[config.mk]
export PLATFORM = sky130hd
export DESIGN_NAME = hazard_stall_ctrl_flat
export DESIGN_NICKNAME = d
export VERILOG_FILES = /design/src/rtl/hazard_stall_ctrl_if.sv /design/src/rtl/hazard_stall_ctrl.sv /design/src/flat_wrapper.sv
export SDC_FILE = /design/constraint.sdc
export NUM_CORES = 1
export LEC_CHECK = 0
export BUFFER_PORTS_ARGS = -buffer_cell sky130_fd_sc_hd__buf_2
export CORE_ASPECT_RATIO = 0.6
export CORE_MARGIN = 10
export CORE_UTILIZATION = 43
export DETAILED_ROUTE_END_ITERATION = 10
export PLACE_DENSITY = 0.84
export SYNTH_ARGS = -nofsm -noshare
export SYNTH_HDL_FRONTEND = slang
export SYNTH_SLANG_ARGS = --single-unit
[constraint.sdc]
create_clock -name clk -period 1.8 [get_ports clk]
set_clock_uncertainty 0.15 [all_clocks]
set_input_delay 0.18 -clock clk [delete_from_list [all_inputs] [get_ports clk]]
set_output_delay 0.18 -clock clk [all_outputs]
set_load 0.02 [all_outputs]
[src/rtl/hazard_stall_ctrl_if.sv]
// Signal bundle between the decode-stage hazard/stall controller and the pipeline.
// The master side is the pipeline that drives the stage fields; the slave side is the controller.
interface hazard_stall_ctrl_if;
   logic        en_forwarding;
   logic [3:0]  ID_src1;
   logic [3:0]  ID_src2;
   logic        ID_two_src;
   logic        ID_valid;
   logic [3:0]  EXE_dst;
   logic        EXE_wb_en;
   logic        EXE_mem_r_en;
   logic [3:0]  MEM_dst;
   logic        MEM_wb_en;
   logic        MEM_access;
   logic        sram_ready;
   logic        branch_taken;
   logic        freeze_if;
   logic        bubble_ex;
   logic        freeze_all;
   logic        flush;
   logic        mem_timeout;
   logic [1:0]  state;
   logic [15:0] stall_cnt;
   logic [15:0] bubble_cnt;

   modport master (
      output en_forwarding, ID_src1, ID_src2, ID_two_src, ID_valid,
             EXE_dst, EXE_wb_en, EXE_mem_r_en, MEM_dst, MEM_wb_en,
             MEM_access, sram_ready, branch_taken,
      input  freeze_if, bubble_ex, freeze_all, flush, mem_timeout,
             state, stall_cnt, bubble_cnt
   );

   modport slave (
      input  en_forwarding, ID_src1, ID_src2, ID_two_src, ID_valid,
             EXE_dst, EXE_wb_en, EXE_mem_r_en, MEM_dst, MEM_wb_en,
             MEM_access, sram_ready, branch_taken,
      output freeze_if, bubble_ex, freeze_all, flush, mem_timeout,
             state, stall_cnt, bubble_cnt
   );
endinterface

[src/rtl/hazard_stall_ctrl.sv]
// Decode-stage RAW hazard, SRAM wait and branch flush controller with Mealy outputs.
// Optional statistics counters are built only when HAZARD_STATS_EN is defined.
module hazard_stall_ctrl #(
   parameter int MEM_TIMEOUT = 64
) (
   input logic                clk,
   input logic                rst,
   hazard_stall_ctrl_if.slave bus
);

   typedef enum logic [1:0] {
      RUN        = 2'b00,
      LOAD_STALL = 2'b01,
      MEM_WAIT   = 2'b10
   } state_t;

   localparam logic [7:0] TMO_LIMIT = 8'(MEM_TIMEOUT);

   state_t     state_q, state_d;
   logic [7:0] tmo_cnt;
   logic [7:0] tmo_inc;
   logic       mem_timeout_q;

   logic exe_src1, exe_src2, mem_src1, mem_src2, exe_match;
   logic raw_hz, load_use, data_stall, mem_busy;
   logic freeze_if, bubble_ex, freeze_all, flush;

   assign exe_src1   = bus.EXE_wb_en & (bus.EXE_dst == bus.ID_src1);
   assign exe_src2   = bus.EXE_wb_en & bus.ID_two_src & (bus.EXE_dst == bus.ID_src2);
   assign mem_src1   = bus.MEM_wb_en & (bus.MEM_dst == bus.ID_src1);
   assign mem_src2   = bus.MEM_wb_en & bus.ID_two_src & (bus.MEM_dst == bus.ID_src2);
   assign exe_match  = exe_src1 | exe_src2;
   assign raw_hz     = bus.ID_valid & (exe_match | mem_src1 | mem_src2);
   assign load_use   = bus.ID_valid & bus.EXE_mem_r_en & exe_match;
   assign data_stall = bus.en_forwarding ? load_use : raw_hz;
   assign mem_busy   = bus.MEM_access & ~bus.sram_ready;

   // Priority everywhere is SRAM wait, then branch flush, then data hazard.
   always_comb begin
      state_d    = state_q;
      freeze_if  = 1'b0;
      bubble_ex  = 1'b0;
      freeze_all = 1'b0;
      flush      = 1'b0;
      case (state_q)
         RUN: begin
            if (mem_busy) begin
               freeze_all = 1'b1;
               state_d    = MEM_WAIT;
            end else if (bus.branch_taken) begin
               flush = 1'b1;
            end else if (data_stall) begin
               freeze_if = 1'b1;
               bubble_ex = 1'b1;
               state_d   = (bus.en_forwarding & load_use) ? LOAD_STALL : RUN;
            end
         end
         LOAD_STALL: begin
            // EXE now holds the bubble, so only the no-forwarding RAW check remains.
            state_d = RUN;
            if (mem_busy) begin
               freeze_all = 1'b1;
               state_d    = MEM_WAIT;
            end else if (bus.branch_taken) begin
               flush = 1'b1;
            end else if (~bus.en_forwarding & raw_hz) begin
               freeze_if = 1'b1;
               bubble_ex = 1'b1;
            end
         end
         MEM_WAIT: begin
            freeze_all = ~bus.sram_ready;
            state_d    = bus.sram_ready ? RUN : MEM_WAIT;
         end
         default: state_d = RUN;
      endcase
   end

   assign tmo_inc = (tmo_cnt == 8'hFF) ? 8'hFF : tmo_cnt + 8'd1;

   always_ff @(posedge clk) begin
      if (rst) begin
         state_q       <= RUN;
         tmo_cnt       <= '0;
         mem_timeout_q <= 1'b0;
      end else begin
         state_q <= state_d;
         if (state_q != MEM_WAIT && state_d == MEM_WAIT) begin
            tmo_cnt <= '0;
         end else if (state_q == MEM_WAIT) begin
            tmo_cnt <= tmo_inc;
            if (tmo_inc == TMO_LIMIT) mem_timeout_q <= 1'b1;
         end
      end
   end

   assign bus.freeze_if   = freeze_if;
   assign bus.bubble_ex   = bubble_ex;
   assign bus.freeze_all  = freeze_all;
   assign bus.flush       = flush;
   assign bus.mem_timeout = mem_timeout_q;
   assign bus.state       = state_q;

`ifdef HAZARD_STATS_EN
   logic [15:0] stall_q, bubble_q;

   // Saturating counters so long runs never wrap back to small values.
   always_ff @(posedge clk) begin
      if (rst) begin
         stall_q  <= '0;
         bubble_q <= '0;
      end else begin
         if ((freeze_if | freeze_all) && stall_q != 16'hFFFF) stall_q <= stall_q + 16'd1;
         if (bubble_ex && bubble_q != 16'hFFFF) bubble_q <= bubble_q + 16'd1;
      end
   end

   assign bus.stall_cnt  = stall_q;
   assign bus.bubble_cnt = bubble_q;
`else
   assign bus.stall_cnt  = '0;
   assign bus.bubble_cnt = '0;
`endif

endmodule

[src/flat_wrapper.sv]
// flat-port wrapper written by rule: the top's interface ports become plain ports
module hazard_stall_ctrl_flat 
#(
   parameter int MEM_TIMEOUT = 64
)
  (clk, rst, bus_en_forwarding, bus_ID_src1, bus_ID_src2, bus_ID_two_src, bus_ID_valid, bus_EXE_dst, bus_EXE_wb_en, bus_EXE_mem_r_en, bus_MEM_dst, bus_MEM_wb_en, bus_MEM_access, bus_sram_ready, bus_branch_taken, bus_freeze_if, bus_bubble_ex, bus_freeze_all, bus_flush, bus_mem_timeout, bus_state, bus_stall_cnt, bus_bubble_cnt);
  hazard_stall_ctrl_if bus_i ();
  input logic clk;
  input logic rst;
  input wire logic [$bits(bus_i.en_forwarding)-1:0] bus_en_forwarding;
  input wire logic [$bits(bus_i.ID_src1)-1:0] bus_ID_src1;
  input wire logic [$bits(bus_i.ID_src2)-1:0] bus_ID_src2;
  input wire logic [$bits(bus_i.ID_two_src)-1:0] bus_ID_two_src;
  input wire logic [$bits(bus_i.ID_valid)-1:0] bus_ID_valid;
  input wire logic [$bits(bus_i.EXE_dst)-1:0] bus_EXE_dst;
  input wire logic [$bits(bus_i.EXE_wb_en)-1:0] bus_EXE_wb_en;
  input wire logic [$bits(bus_i.EXE_mem_r_en)-1:0] bus_EXE_mem_r_en;
  input wire logic [$bits(bus_i.MEM_dst)-1:0] bus_MEM_dst;
  input wire logic [$bits(bus_i.MEM_wb_en)-1:0] bus_MEM_wb_en;
  input wire logic [$bits(bus_i.MEM_access)-1:0] bus_MEM_access;
  input wire logic [$bits(bus_i.sram_ready)-1:0] bus_sram_ready;
  input wire logic [$bits(bus_i.branch_taken)-1:0] bus_branch_taken;
  output wire logic [$bits(bus_i.freeze_if)-1:0] bus_freeze_if;
  output wire logic [$bits(bus_i.bubble_ex)-1:0] bus_bubble_ex;
  output wire logic [$bits(bus_i.freeze_all)-1:0] bus_freeze_all;
  output wire logic [$bits(bus_i.flush)-1:0] bus_flush;
  output wire logic [$bits(bus_i.mem_timeout)-1:0] bus_mem_timeout;
  output wire logic [$bits(bus_i.state)-1:0] bus_state;
  output wire logic [$bits(bus_i.stall_cnt)-1:0] bus_stall_cnt;
  output wire logic [$bits(bus_i.bubble_cnt)-1:0] bus_bubble_cnt;
  assign bus_i.en_forwarding = bus_en_forwarding;
  assign bus_i.ID_src1 = bus_ID_src1;
  assign bus_i.ID_src2 = bus_ID_src2;
  assign bus_i.ID_two_src = bus_ID_two_src;
  assign bus_i.ID_valid = bus_ID_valid;
  assign bus_i.EXE_dst = bus_EXE_dst;
  assign bus_i.EXE_wb_en = bus_EXE_wb_en;
  assign bus_i.EXE_mem_r_en = bus_EXE_mem_r_en;
  assign bus_i.MEM_dst = bus_MEM_dst;
  assign bus_i.MEM_wb_en = bus_MEM_wb_en;
  assign bus_i.MEM_access = bus_MEM_access;
  assign bus_i.sram_ready = bus_sram_ready;
  assign bus_i.branch_taken = bus_branch_taken;
  assign bus_freeze_if = bus_i.freeze_if;
  assign bus_bubble_ex = bus_i.bubble_ex;
  assign bus_freeze_all = bus_i.freeze_all;
  assign bus_flush = bus_i.flush;
  assign bus_mem_timeout = bus_i.mem_timeout;
  assign bus_state = bus_i.state;
  assign bus_stall_cnt = bus_i.stall_cnt;
  assign bus_bubble_cnt = bus_i.bubble_cnt;
  hazard_stall_ctrl #(.MEM_TIMEOUT(MEM_TIMEOUT)) u_core (.clk(clk), .rst(rst), .bus(bus_i));
endmodule
## After elaboration in Yosys (flattened, before gate mapping)

Index checks and enable logic that the tools add are counted.

- Add/subtract/negate cells: 1
- Equal/unequal tests: 10
- Multiplexer cells: 21
- Bitwise operators: 18
- Reduce and logical (&&, ||, !) cells: 5

Operator list:

| operator | count |
|---|---|
| 4-bit == test | 4 |
| 1-bit AND | 12 |
| 1-bit two-way mux | 12 |
| 2-bit two-way mux | 5 |
| 8-bit by 1-bit adder with 8-bit output (second input constant) | 1 |
| 8-bit by 7-bit == test with 1-bit output (second input constant) | 1 |
| 8-bit == test (second input constant) | 1 |
| 8-bit two-way mux | 1 |
| 2-bit case mux with 3 select lines | 1 |
| 2-bit == test (second input constant) | 2 |
| 1-bit case mux with 2 select lines | 2 |
| 2-bit OR reduction | 2 |
| 1-bit NOT | 3 |
| 1-bit OR | 3 |
| 3-bit AND reduction | 1 |
| 2-bit by 1-bit == test with 1-bit output (second input constant) | 1 |
| 2-bit zero test | 1 |
| 2-bit != test (second input constant) | 1 |
| 1-bit logical AND | 1 |

- Bits in registers: 11
- Input port bits: 27
- Output and inout port bits: 39
- Logic and storage cells: 58

## Logic depth before layout (Yosys ltp)

Gate-level depths: netlist of the first run.

- Word-level depth: 15
- Depth in mapped cells: 6
- Mapped depth without buffers: 6

## Least setup slack after synthesis of the first run

OpenSTA, ideal clock, no wires.

- Kind: input port to output port
- Start point: input port bus_EXE_dst[1]
- End point: output port bus_freeze_if
- Arrival: 1553 ps
- Data required time: 1470 ps
- Setup slack: -83 ps
- Stages: 6
- Path buffers: 1
- Path through: inv_1 -> a222oi_1 -> nor4b_1 -> o21ai_0 -> a21oi_1 -> buf_4

- Longest elaborated chain between the ends: 11
- Elaborated cells on any way between the ends: 18
- Classes of those cells: eq/ne (2); mux (8); bitwise (8)

Ends and longest elaborated chain:

| element | RTL line | source |
|---|---|---|
| start, declared | flat_wrapper.sv:15 | `input wire logic [$bits(bus_i.EXE_dst)-1:0] bus_EXE_dst;` |
| 4-bit == test, on equally long branches | hazard_stall_ctrl.sv:28, hazard_stall_ctrl.sv:29 |  |
| 1-bit AND, on equally long branches | hazard_stall_ctrl.sv:28, hazard_stall_ctrl.sv:29 |  |
| 1-bit OR * | hazard_stall_ctrl.sv:32 | `assign exe_match = exe_src1 \| exe_src2;` |
| 1-bit OR (2 in a row) | hazard_stall_ctrl.sv:33 | `assign raw_hz = bus.ID_valid & (exe_match \| mem_src1 \| mem_src2);` |
| 1-bit AND | hazard_stall_ctrl.sv:33 |  |
| 1-bit AND / 1-bit two-way mux (equally long branches) | hazard_stall_ctrl.sv:66, hazard_stall_ctrl.sv:35 |  |
| 1-bit two-way mux, on equally long branches (3 in a row) | -- |  |
| 1-bit case mux with 2 select lines * | -- |  |
| end, declared | flat_wrapper.sv:23 | `output wire logic [$bits(bus_i.freeze_if)-1:0] bus_freeze_if;` |

Mark *: on every way between the ends. The rest lies on a longest branch, timed or not.

## Final worst setup path of the first run

- Start point: register u_core.tmo_cnt[0]
- End point: register u_core.mem_timeout_q, in the netlist u_core.bus.mem_timeout

- Longest elaborated chain between the ends: 4
- Elaborated cells on any way between the ends: 5
- Classes of those cells: add/sub (1); eq/ne (2); mux (1); reduce/logical (1)

Ends and longest elaborated chain:

| element | RTL line | source |
|---|---|---|
| start, declared | hazard_stall_ctrl.sv:20 | `logic [7:0] tmo_cnt;` |
| start signal, assigned | hazard_stall_ctrl.sv:91 | `tmo_cnt <= tmo_inc;` |
| 8-bit by 1-bit adder with 8-bit output / 8-bit == test (equally long branches) | hazard_stall_ctrl.sv:79 | `assign tmo_inc = (tmo_cnt == 8'hFF) ? 8'hFF : tmo_cnt + 8'd1;` |
| 8-bit two-way mux * | hazard_stall_ctrl.sv:79 |  |
| 8-bit by 7-bit == test with 1-bit output * | hazard_stall_ctrl.sv:92 | `if (tmo_inc == TMO_LIMIT) mem_timeout_q <= 1'b1;` |
| 3-bit AND reduction (no line) * | -- |  |
| end signal, assigned | hazard_stall_ctrl.sv:85 | `mem_timeout_q <= 1'b0;` |
| end signal, assigned | hazard_stall_ctrl.sv:92 |  |
| end, declared | hazard_stall_ctrl.sv:22 | `logic mem_timeout_q;` |

Marked as above.
A chain may end at the register's enable or synchronous reset.

==> impl_summary.log, run 1 <==
[metrics] run status: finished clean
[metrics] Total Wirelength: 3080 um
[metrics] number of rows in the core area: 14
[metrics] Post-synth ARST share: 0
[metrics] Ant. Diodes: 0
[metrics] cell area after technology mapping: 1110 sq um
[metrics] die area: 5080 sq um
[metrics] critical path, cell by cell: ha_1 -> and3_4 -> and3_4 -> a211o_2 -> a41oi_1 -> nor2_1
[metrics] CTS tree: built
[metrics] leakage power of the design: 0.580 nW
[metrics] number of setup buffers added after CTS: 0
[metrics] Max rail drop VDD: 0.203 mV
[metrics] via count of the first global-routing pass: 960
[metrics] period utilisation layout: 0.951
[metrics] final non-filler cell total: 209
[metrics] number of CTS-inserted buffers: 3
[metrics] maximum level of the CTS H-tree: 1
[metrics] CP max FO: 5
[metrics] Most common cell on crit path: sky130_fd_sc_hd__and3_4
[metrics] count of nets after finishing: 206
[metrics] WS Path Type: reg2reg
[metrics] part of the power in combinational logic: 0.289
[metrics] global-route wire length before repair: 4600 um
[metrics] Slowest cell on crit path: sky130_fd_sc_hd__dfxtp_1
[metrics] register area: 220 sq um
[metrics] area fraction of the dominant cell type after synthesis: 0.223
[metrics] Starting Density: 0.446
[metrics] Routed WL per cell: 14.8 um
[metrics] nature of the critical path startpoint: flip-flop
[metrics] number of detailed-route iterations in the first pass: 4
[metrics] cell-internal power: 0.473 mW
[metrics] placed wire-length estimate after detailed placement: 2570 um
[metrics] Max-cap violations: 0
[metrics] area of all placed cells without fillers: 1260 sq um
[metrics] cts hold-fix bufs: 0
[metrics] sequential fraction of the synthesis area: 0.198
[metrics] share of power burned in the clock network: 0.356
[metrics] largest net degree at the start of global routing: 11
[metrics] arrival time of the worst setup path: 1.69 ns
[metrics] worst r2r src: u_core.tmo_cnt[0]
[metrics] Switching Share: 0.344
[metrics] count of different cell masters after synthesis: 44
[metrics] total via count after detailed routing: 1045
[metrics] clock-pin transition on the worst setup and hold timing paths: 0.05 ns
[metrics] global route overflow: 0
[metrics] Placement Cell Area: 1200 sq um
[metrics] die span in y: 59.4 um
[metrics] Root Buffer: sky130_fd_sc_hd__clkbuf_8
[metrics] biggest cell delay along the critical path: 0.32 ns
[metrics] Worst Hold Class: in2reg
[metrics] number of setup violations in the final report: 0
[metrics] count of synthesis-stage warnings from yosys: 0
[metrics] total power divided by cell area: 570 nW/um^2
[metrics] number of max-slew violations in the final report: 0
[metrics] number of stages on the worst setup path: 6
[metrics] post-route DRC violation count: 0
[metrics] top post-synthesis cells by area: sky130_fd_sc_hd__buf_4 (22%), sky130_fd_sc_hd__dfxtp_1 (20%), sky130_fd_sc_hd__xnor2_1 (4.7%)
[metrics] share of cells above drive strength 1: 0.282
[metrics] DP Cell Count: 205
[metrics] critical path buffer and inverter count: 0
[metrics] worst setup path startpoint: u_core.tmo_cnt[0]
[metrics] Core Box Area: 2490 sq um
[metrics] number of fill cells: 242
[metrics] area of the multi-input gates: 723 sq um
[metrics] Post-Synthesis Cells: 139
[metrics] Data required, critical path: 1.78 ns
[metrics] Die Width: 85.6 um
[metrics] RSZ-0062 raised after global routing: no
[metrics] r2r setup slk: 0.09 ns
[metrics] post-placement setup slack: -0.00155 ns
[metrics] clock sink count: 11
[metrics] Min Clock Period, post-route: 1.71 ns
[metrics] via-per-instance ratio: 5.00
[metrics] count of antenna-violating nets left after detailed routing: 0
[metrics] power after layout: 0.721 mW
[metrics] cell depth of the worst hold path: 2
[metrics] P_sw: 0.248 mW
[metrics] portion of total power attributed to sequential cells: 0.355
[metrics] endpoint of the most critical setup path: u_core.bus.mem_timeout
[metrics] number of cells traversed by the worst register-to-register path: 6
[metrics] maximum buffer depth of the clock tree: 2
[metrics] crit-path leading delay family: simple AND/OR/NAND/NOR gates
[metrics] violation count after the first detailed-routing iteration: 122
[metrics] final weighted congestion of routability-driven global placement: 1.03
[metrics] Yosys top cell by area: sky130_fd_sc_hd__buf_4
[metrics] terminus of the critical flop-to-flop path: u_core.bus.mem_timeout
[metrics] maximum clock frequency: 584 MHz
[metrics] Worst-Skew Late Latency: 0.24 ns
[metrics] Worst setup EP type: flip-flop
[metrics] global-route usage over all layers: 0.113
[metrics] initial antenna violation count: 0
[metrics] fin worst setup slack: 0.0885 ns
[metrics] most common flop cell mapped by yosys: sky130_fd_sc_hd__dfxtp_1
[metrics] flops & latches, synth: 11
[metrics] Top-Level Pins: 66
[metrics] final standard cell utilization of the core: 0.509
[metrics] Port Buffer Count: 33
[metrics] area growth from synthesis to layout: 14.0%
[metrics] number of synthesized flops with an enable pin: 0
[metrics] Final Hold Fails: 0
[metrics] Mean Syn Cell Area: 7.98 sq um
power groups by stage:
stage / Combinational (mW) / Clock (mW) / Sequential [mW]
global route: 0.224 / 0.274 / 0.257
global placement: 0.193 / 0 / 0.261
floorplan: 0.180 / 0 / 0.262
finish: 0.208 / 0.257 / 0.256
CTS: 0.198 / 0.257 / 0.256
detailed placement: 0.195 / 0 / 0.261
worst min-delay path by stage:
stage | from | to
floorplan | rst | u_core.bus.state[1]
global placement | rst | u_core.bus.state[1]
detailed placement | rst | u_core.bus.state[1]
CTS | rst | u_core.bus.state[1]
global route | rst | u_core.bus.state[1]
finish | rst | u_core.bus.state[1]
Yosys cell counts (3+ instances only):
cell,n
sky130_fd_sc_hd__o21ai_0,6
sky130_fd_sc_hd__a21oi_1,7
sky130_fd_sc_hd__xnor2_1,6
sky130_fd_sc_hd__nand2_1,6
sky130_fd_sc_hd__inv_1,7
sky130_fd_sc_hd__nor2_1,8
sky130_fd_sc_hd__xor2_1,4
sky130_fd_sc_hd__buf_4,33
sky130_fd_sc_hd__nor3_1,5
sky130_fd_sc_hd__dfxtp_1,11
sky130_fd_sc_hd__nor3b_1,3
stage by stage:
stage	TNS [ns]	hold slack, ns
after floorplan	0	0.102
after global placement	0	0.262
after detailed placement	-0.00288	0.267
after CTS	0	0.00355
after global routing	0	0.0200
final	0	0.0131
sequential cells by signal, summed over array words and instances (netlist names):
| name | count |
|---|---|
| u_core.bus.mem_timeout | 1 |
| u_core.bus.state | 2 |
| u_core.tmo_cnt | 8 |
area by class of cell:
type | count | share of cell area
inverters | 7 | 0.0208
clock buffers | 4 | 0.0356
well taps | 32 | 0.0317
multi-input cells | 116 | 0.572
repair buffers | 39 | 0.166
flip-flops and latches | 11 | 0.174
layer usage:
metal  part of all wire  up-vias  GRT usage
li1                   -      513          -
met1               0.42      469      0.134
met2               0.47       56      0.184
met3              0.090        7     0.0343
met4              0.018        0     0.0491
met5                  0        -          0
cell families (layout without fill, tap and decap cells):
family / Yosys count / after routing / synth area share
fa+ha+maj: 1 / 1 / 0.0113
xor+xnor: 10 / 10 / 0.0789
compound gates: 33 / 33 / 0.220
flops: 11 / 11 / 0.198
other cells: 1 / 32 / 0.00338
simple gates: 38 / 38 / 0.197
buf+inv: 43 / 50 / 0.272
mux: 2 / 2 / 0.0192
timing repair:
item                                    in CTS  in global routing
endpoints found under the setup margin       2                  2
pin swaps                                    0                  0
gates resized for setup                      1                  2
gates cloned                                 0                  0
cells in the final DEF, fill, tap and decap left out, drive strengths merged, types with 2 or more instances in the layout:
master / netlist / routed
xor2: 4 / 4
conb: 1 / 32
nor2b: 2 / 2
a311oi: 2 / 2
nand4b: 2 / 2
a211oi: 2 / 2
nor3b: 3 / 3
and3: 3 / 3
nor3: 5 / 5
nor2: 8 / 8
nand3: 2 / 2
o21ai: 6 / 6
buf: 36 / 39
clkbuf: 0 / 4
o41ai: 2 / 2
nand2b: 2 / 2
a31oi: 2 / 2
inv: 7 / 7
nand2: 6 / 6
dfxtp: 11 / 11
a211o: 3 / 3
a21oi: 7 / 7
xnor2: 6 / 6
(Power assumes the default switching activity.)
==> run 2, diff against run 1 <==
==> constraint.sdc (replaced) <==
create_clock -name clk -period 1.8 [get_ports clk]
set_clock_uncertainty 0.15 [all_clocks]
set_input_delay 0.09 -clock clk [delete_from_list [all_inputs] [get_ports clk]]
set_output_delay 0.09 -clock clk [all_outputs]
set_load 0.02 [all_outputs]
==> run 2 against run 1 <==
  * Register-to-register slack better by 0.02 ns
  * Count of clock-buffer cells in the layout stayed put
  * Critical path depth is the same
  * Via count down 2.0%
  * Final area is 0.30% higher
  * Global-route usage up 0.27 points
  * Final cell count up 0.96%
  * Worst setup slack gained 0.022 ns
==> impl_summary.log, run 2 (synthesis gave the netlist of run 1 again) <==
[metrics] run status: finished clean (unchanged)
[metrics] global-route wire length before repair: 4790 um (was 4600 um)
[metrics] final standard cell utilization of the core: 0.510 (was 0.509)
[metrics] period utilisation layout: 0.939 (was 0.951)
[metrics] Max-cap violations: 0 (unchanged)
[metrics] arrival time of the worst setup path: 1.71 ns (was 1.69 ns)
[metrics] Starting Density: 0.446 (unchanged)
[metrics] WS Path Type: reg2reg (unchanged)
[metrics] Most common cell on crit path: sky130_fd_sc_hd__and3_4 (unchanged)
[metrics] max FFs per register: 8 (unchanged)
[metrics] number of max-slew violations in the final report: 0 (unchanged)
[metrics] largest net degree at the start of global routing: 11 (unchanged)
[metrics] DP Cell Count: 204 (was 205)
[metrics] Worst-Skew Late Latency: 0.24 ns (about the same)
[metrics] number of setup violations in the final report: 0 (unchanged)
[metrics] initial antenna violation count: 0 (unchanged)
[metrics] critical path buffer and inverter count: 0 (unchanged)
[metrics] maximum buffer depth of the clock tree: 2 (unchanged)
[metrics] number of rows in the core area: 14 (unchanged)
[metrics] nature of the critical path startpoint: flip-flop (unchanged)
[metrics] Min Clock Period, post-route: 1.69 ns (was 1.71 ns)
[metrics] via-per-instance ratio: 4.85 (was 5.00)
[metrics] most common library cell in the layout ignoring fill and taps: sky130_fd_sc_hd__buf_2 (unchanged)
[metrics] leading cell types in the layout, fill and taps excluded: sky130_fd_sc_hd__buf_2 (33), sky130_fd_sc_hd__conb_1 (32), sky130_fd_sc_hd__dfxtp_1 (11) (unchanged)
[metrics] Data required, critical path: 1.82 ns (was 1.78 ns)
[metrics] most flop-heavy register: u_core.tmo_cnt (unchanged)
[metrics] critical path, cell by cell: ha_1 -> and3_4 -> and3_4 -> a31oi_4 -> a211o_1 -> a21oi_1 (was ha_1 -> and3_4 -> and3_4 -> a211o_2 -> a41oi_1 -> nor2_1)
[metrics] die span in y: 59.4 um (unchanged)
[metrics] count of antenna-violating nets left after detailed routing: 0 (unchanged)
[metrics] Setup TNS: 0 ns (unchanged)
[metrics] maximum clock frequency: 592 MHz (was 584 MHz)
[metrics] number of CTS-inserted buffers: 3 (unchanged)
[metrics] CP max FO: 5 (unchanged)
[metrics] die area: 5080 sq um (unchanged)
[metrics] final weighted congestion of routability-driven global placement: 0.910 (was 1.03)
[metrics] biggest cell delay along the critical path: 0.33 ns (was 0.32 ns)
[metrics] CTS tree: built (unchanged)
[metrics] maximum level of the CTS H-tree: 1 (unchanged)
[metrics] power after layout: 0.712 mW (was 0.721 mW)
[metrics] Routed WL per cell: 14.3 um (was 14.8 um)
[metrics] post-route DRC violation count: 0 (unchanged)
[metrics] area growth from synthesis to layout: 14.3% (was 14.0%)
[metrics] Final Hold Fails: 0 (unchanged)
[metrics] count of nets after finishing: 208 (was 206)
[metrics] final non-filler cell total: 211 (was 209)
[metrics] violation count after the first detailed-routing iteration: 49 (was 122)
[metrics] via count of the first global-routing pass: 968 (was 960)
[metrics] Slowest cell on crit path: sky130_fd_sc_hd__dfxtp_1 (unchanged)
[metrics] global route overflow: 0 (unchanged)
[metrics] global-route usage over all layers: 0.115 (was 0.113)
[metrics] Total Wirelength: 3010 um (was 3080 um)
[metrics] clock-pin transition on the worst setup and hold timing paths: 0.05 ns (about the same)
[metrics] Ant. Diodes: 0 (unchanged)
[metrics] Port Buffer Count: 33 (unchanged)
[metrics] Worst Hold Class: in2reg (unchanged)
[metrics] Top-Level Pins: 66 (unchanged)
[metrics] Max rail drop VDD: 0.402 mV (was 0.203 mV)
[metrics] leakage power of the design: 0.580 nW (about the same)
[metrics] total via count after detailed routing: 1024 (was 1045)
[metrics] number of detailed-route iterations in the first pass: 4 (unchanged)
[metrics] total power divided by cell area: 561 nW/um^2 (was 570 nW/um^2)
[metrics] clock sink count: 11 (unchanged)
[metrics] RSZ-0062 raised after global routing: no (unchanged)
[metrics] Worst setup EP type: flip-flop (unchanged)
[metrics] Core Box Area: 2490 sq um (unchanged)
[metrics] Root Buffer: sky130_fd_sc_hd__clkbuf_8 (unchanged)
[metrics] placed wire-length estimate after detailed placement: 2550 um (was 2570 um)
[metrics] share of cells above drive strength 1: 0.263 (was 0.282)
[metrics] crit-path leading delay family: compound AO/OA/AOI/OAI gates (was simple AND/OR/NAND/NOR gates)
[metrics] Die Width: 85.6 um (unchanged)
-- run 2: worst paths after layout --
check             slack, ns  cells past startpoint                     end              startpoint
setup / recovery       0.11                      6       u_core.tmo_cnt[3]       u_core.tmo_cnt[0]
hold / removal        0.004                      3     u_core.bus.state[1]          bus_sram_ready
setup reg to reg       0.11                      6       u_core.tmo_cnt[3]       u_core.tmo_cnt[0]
hold reg to reg        0.34                      2  u_core.bus.mem_timeout  u_core.bus.mem_timeout
-- run 2: worst register-to-register path, cell delays in order, from the launching register on --
cell and delay [ns]:
sky130_fd_sc_hd__dfxtp_1 0.33, sky130_fd_sc_hd__ha_1 0.18, sky130_fd_sc_hd__and3_4 0.22, sky130_fd_sc_hd__and3_4 0.21, sky130_fd_sc_hd__a31oi_4 0.12, sky130_fd_sc_hd__a211o_1 0.28, sky130_fd_sc_hd__a21oi_1 0.13
-- run 2: stage by stage --
step | worst slack (ns) | cell area, sq um | hold WS, ns
after detailed placement | 0.135 | 1190 | 0.177
after floorplan | 0.0970 | 1230 | 0.0116
after global routing | 0.0332 | 1270 | 0.0224
after CTS | 0.129 | 1270 | 0.00284
final | 0.111 | 1270 | 0.00352
after global placement | 0.144 | 1190 | 0.162
-- run 2: report_power, final --
part / leakage [nW] / switching, mW / internal (mW)
sequential: 0.0891 / 0.00647 / 0.249
combinational: 0.468 / 0.137 / 0.0689
clock: 0.0228 / 0.0950 / 0.156
-- run 2: what timing repair did --
| item | in CTS | in global routing |
|---|---|---|
| hold buffers | 3 | 0 |
| gates resized for setup | 0 | 0 |
| buffers inserted | 0 | 0 |
| endpoints found under the hold margin | 3 | 0 |
-- run 2: metal layers --
layer	vias up	part of all wire	track usage
met1	450	0.44	0.149
li1	517	-	-
met5	-	0	0
met2	57	0.45	0.165
met3	0	0.12	0.0673
met4	0	0	0.0140
-- run 2: final cells by class --
cell class                      count  area, sq um
Fill cell                         244         1220
Multi-Input combinational cell    116          704
Timing Repair Buffer               41          233
Sequential cell                    11          220
Clock buffer                        4         45.0
Tap cell                           32         40.0
Inverter                            7         26.3
==> run 3, diff against run 2 <==
ABC_CLOCK_PERIOD_IN_PS = 1800   (was not set)
CORE_MARGIN = 2   (was 10)
PLACE_DENSITY = 0.87   (was 0.84)
==> run 3 against run 2 <==
  * Utilization increased by 0.92 points
  * First-iteration DRC count increased by 120%
  * Fmax decreased by 4.8%
  * Count of clock-buffer cells in the layout unchanged
  * Sequential power about the same
  * Via count increased by 4.7%
  * Die area decreased by 41%
==> impl_summary.log, run 3 (synthesis gave the netlist of run 1 again) <==
[metrics] run status: finished clean (unchanged)
[metrics] post-placement setup slack: 0.0297 ns (was 0.135 ns)
[metrics] most common library cell in the layout ignoring fill and taps: sky130_fd_sc_hd__buf_2 (unchanged)
[metrics] initial antenna violation count: 0 (unchanged)
[metrics] maximum clock frequency: 563 MHz (was 592 MHz)
[metrics] CP max FO: 3 (was 5)
[metrics] max FFs per register: 8 (unchanged)
[metrics] global route overflow: 0 (unchanged)
[metrics] number of detailed-route iterations in the first pass: 5 (was 4)
[metrics] WS Path Type: in2out (was reg2reg)
[metrics] count of antenna-violating nets left after detailed routing: 0 (unchanged)
[metrics] global-route wire length before repair: 4130 um (was 4790 um)
[metrics] global-route usage over all layers: 0.179 (was 0.115)
[metrics] Worst-Skew Late Latency: 0.24 ns (about the same)
[metrics] die span in y: 43.4 um (was 59.4 um)
[metrics] Max-cap violations: 0 (unchanged)
[metrics] share of cells above drive strength 1: 0.274 (was 0.263)
[metrics] leakage power of the design: 0.581 nW (was 0.580 nW)
[metrics] Routed WL per cell: 13.3 um (was 14.3 um)
[metrics] final standard cell utilization of the core: 0.519 (was 0.510)
[metrics] final weighted congestion of routability-driven global placement: 0.941 (was 0.910)
[metrics] number of setup violations in the final report: 0 (unchanged)
[metrics] arrival time of the worst setup path: 1.53 ns (was 1.71 ns)
[metrics] Ant. Diodes: 0 (unchanged)
[metrics] number of max-slew violations in the final report: 0 (unchanged)
[metrics] clock sink count: 11 (unchanged)
[metrics] fin worst setup slack: 0.0251 ns (was 0.111 ns)
[metrics] CTS tree: built (unchanged)
[metrics] Port Buffer Count: 33 (unchanged)
[metrics] DP Cell Count: 203 (was 204)
[metrics] via-per-instance ratio: 5.08 (was 4.85)
[metrics] largest net degree at the start of global routing: 11 (unchanged)
[metrics] violation count after the first detailed-routing iteration: 109 (was 49)
[metrics] most flop-heavy register: u_core.tmo_cnt (unchanged)
[metrics] Max rail drop VDD: 0.387 mV (was 0.402 mV)
[metrics] smallest hold slack: 0.0598 ns (was 0.00352 ns)
[metrics] Setup TNS: 0 ns (unchanged)
[metrics] leading cell types in the layout, fill and taps excluded: sky130_fd_sc_hd__buf_2 (33), sky130_fd_sc_hd__conb_1 (32), sky130_fd_sc_hd__dfxtp_1 (10) (was sky130_fd_sc_hd__buf_2 (33), sky130_fd_sc_hd__conb_1 (32), sky130_fd_sc_hd__dfxtp_1 (11))
[metrics] critical path buffer and inverter count: 3 (was 0)
[metrics] Final Hold Fails: 0 (unchanged)
[metrics] Top-Level Pins: 66 (unchanged)
[metrics] Data required, critical path: 1.56 ns (was 1.82 ns)
[metrics] Core Box Area: 2470 sq um (was 2490 sq um)
[metrics] via count of the first global-routing pass: 866 (was 968)
[metrics] critical path, cell by cell: dlygate4sd3_1 -> buf_2 -> nor2b_1 -> or3_1 -> a21oi_2 -> buf_2 (was ha_1 -> and3_4 -> and3_4 -> a31oi_4 -> a211o_1 -> a21oi_1)
[metrics] number of setup buffers added after CTS: 0 (unchanged)
[metrics] Min Clock Period, post-route: 1.77 ns (was 1.69 ns)
[metrics] maximum buffer depth of the clock tree: 2 (unchanged)
[metrics] Die Width: 69.6 um (was 85.6 um)
[metrics] clock-pin transition on the worst setup and hold timing paths: 0.05 ns (about the same)
[metrics] count of nets after finishing: 208 (unchanged)
[metrics] Root Buffer: sky130_fd_sc_hd__clkbuf_8 (unchanged)
[metrics] number of rows in the core area: 14 (unchanged)
[metrics] final non-filler cell total: 211 (unchanged)
[metrics] total via count after detailed routing: 1072 (was 1024)
[metrics] Worst setup EP type: output pin (was flip-flop)
[metrics] Worst Hold Class: in2reg (unchanged)
[metrics] maximum level of the CTS H-tree: 1 (unchanged)
[metrics] crit-path leading delay family: buffers and inverters (was compound AO/OA/AOI/OAI gates)
[metrics] area growth from synthesis to layout: 15.6% (was 14.3%)
[metrics] placed wire-length estimate after detailed placement: 2130 um (was 2550 um)
[metrics] period utilisation layout: 0.986 (was 0.939)
[metrics] Total Wirelength: 2800 um (was 3010 um)
[metrics] Slowest cell on crit path: sky130_fd_sc_hd__dlygate4sd3_1 (was sky130_fd_sc_hd__dfxtp_1)
[metrics] biggest cell delay along the critical path: 0.54 ns (was 0.33 ns)
[metrics] post-route DRC violation count: 0 (unchanged)
[metrics] total power divided by cell area: 563 nW/um^2 (was 561 nW/um^2)
[metrics] die area: 3020 sq um (was 5080 sq um)
[metrics] nature of the critical path startpoint: input port (was flip-flop)
[metrics] Most common cell on crit path: sky130_fd_sc_hd__buf_2 (was sky130_fd_sc_hd__and3_4)
[metrics] Starting Density: 0.449 (was 0.446)
[metrics] number of CTS-inserted buffers: 3 (unchanged)
## run 3: cell types whose count changed in the layout (fill, tap and decap cells not counted), sizes merged
| cell | change |
|---|---|
| dlygate4sd3 | +1 |
| buf | -1 |
## run 3: power breakdown
group / internal (mW) / switching, mW / leakage, nW
registers: 0.249 / 0.00747 / 0.0895
clock network: 0.156 / 0.100 / 0.0228
logic: 0.0698 / 0.138 / 0.468
total: 0.476 / 0.246 / 0.581
## run 3: final cells by class
cell class | count | area (sq um)
fillers | 227 | 1190
multi-input cells | 116 | 714
repair buffers | 41 | 235
flip-flops and latches | 11 | 221
clock buffers | 4 | 45.0
well taps | 32 | 40.0
inverters | 7 | 26.3
## run 3: final timing paths
check / startpoint / endpoint / slack [ns] / depth (start not counted)
worst max-delay path: bus_sram_ready / bus_bubble_ex / 0.03 / 6
worst min-delay path: bus_branch_taken / u_core.bus.state[0] / 0.06 / 3
worst max register to register: u_core.tmo_cnt[1] / u_core.bus.mem_timeout / 0.09 / 6
worst min register to register: u_core.bus.mem_timeout / u_core.bus.mem_timeout / 0.34 / 2
## run 3: repair_timing
item | 4_1_cts | 5_1_grt
setup endpoints to repair | 0 | 5
hold endpoints to repair | 3 | 0
gates resized for setup | 0 | 4
hold buffers | 4 | 0
## run 3: metrics by stage
step / power, mW / cell area [sq um]
2_1_floorplan: 0.441 / 1230
3_3_place_gp: 0.452 / 1190
3_5_place_dp: 0.454 / 1190
4_1_cts: 0.718 / 1270
5_1_grt: 0.759 / 1280
6_report: 0.722 / 1280
## run 3: tightest hold or removal path, delay by kind of cell
family | cells | cell delay (ns)
simple gates | 2 | 0.22
buf+inv | 1 | 0.09
## run 3: layer usage
| layer | track usage | wire length, um |
|---|---|---|
| met4 | 0.0196 | 0 |
| met5 | 0 | 0 |
| met2 | 0.231 | 1260 |
| met3 | 0.0837 | 287 |
| met1 | 0.274 | 1250 |
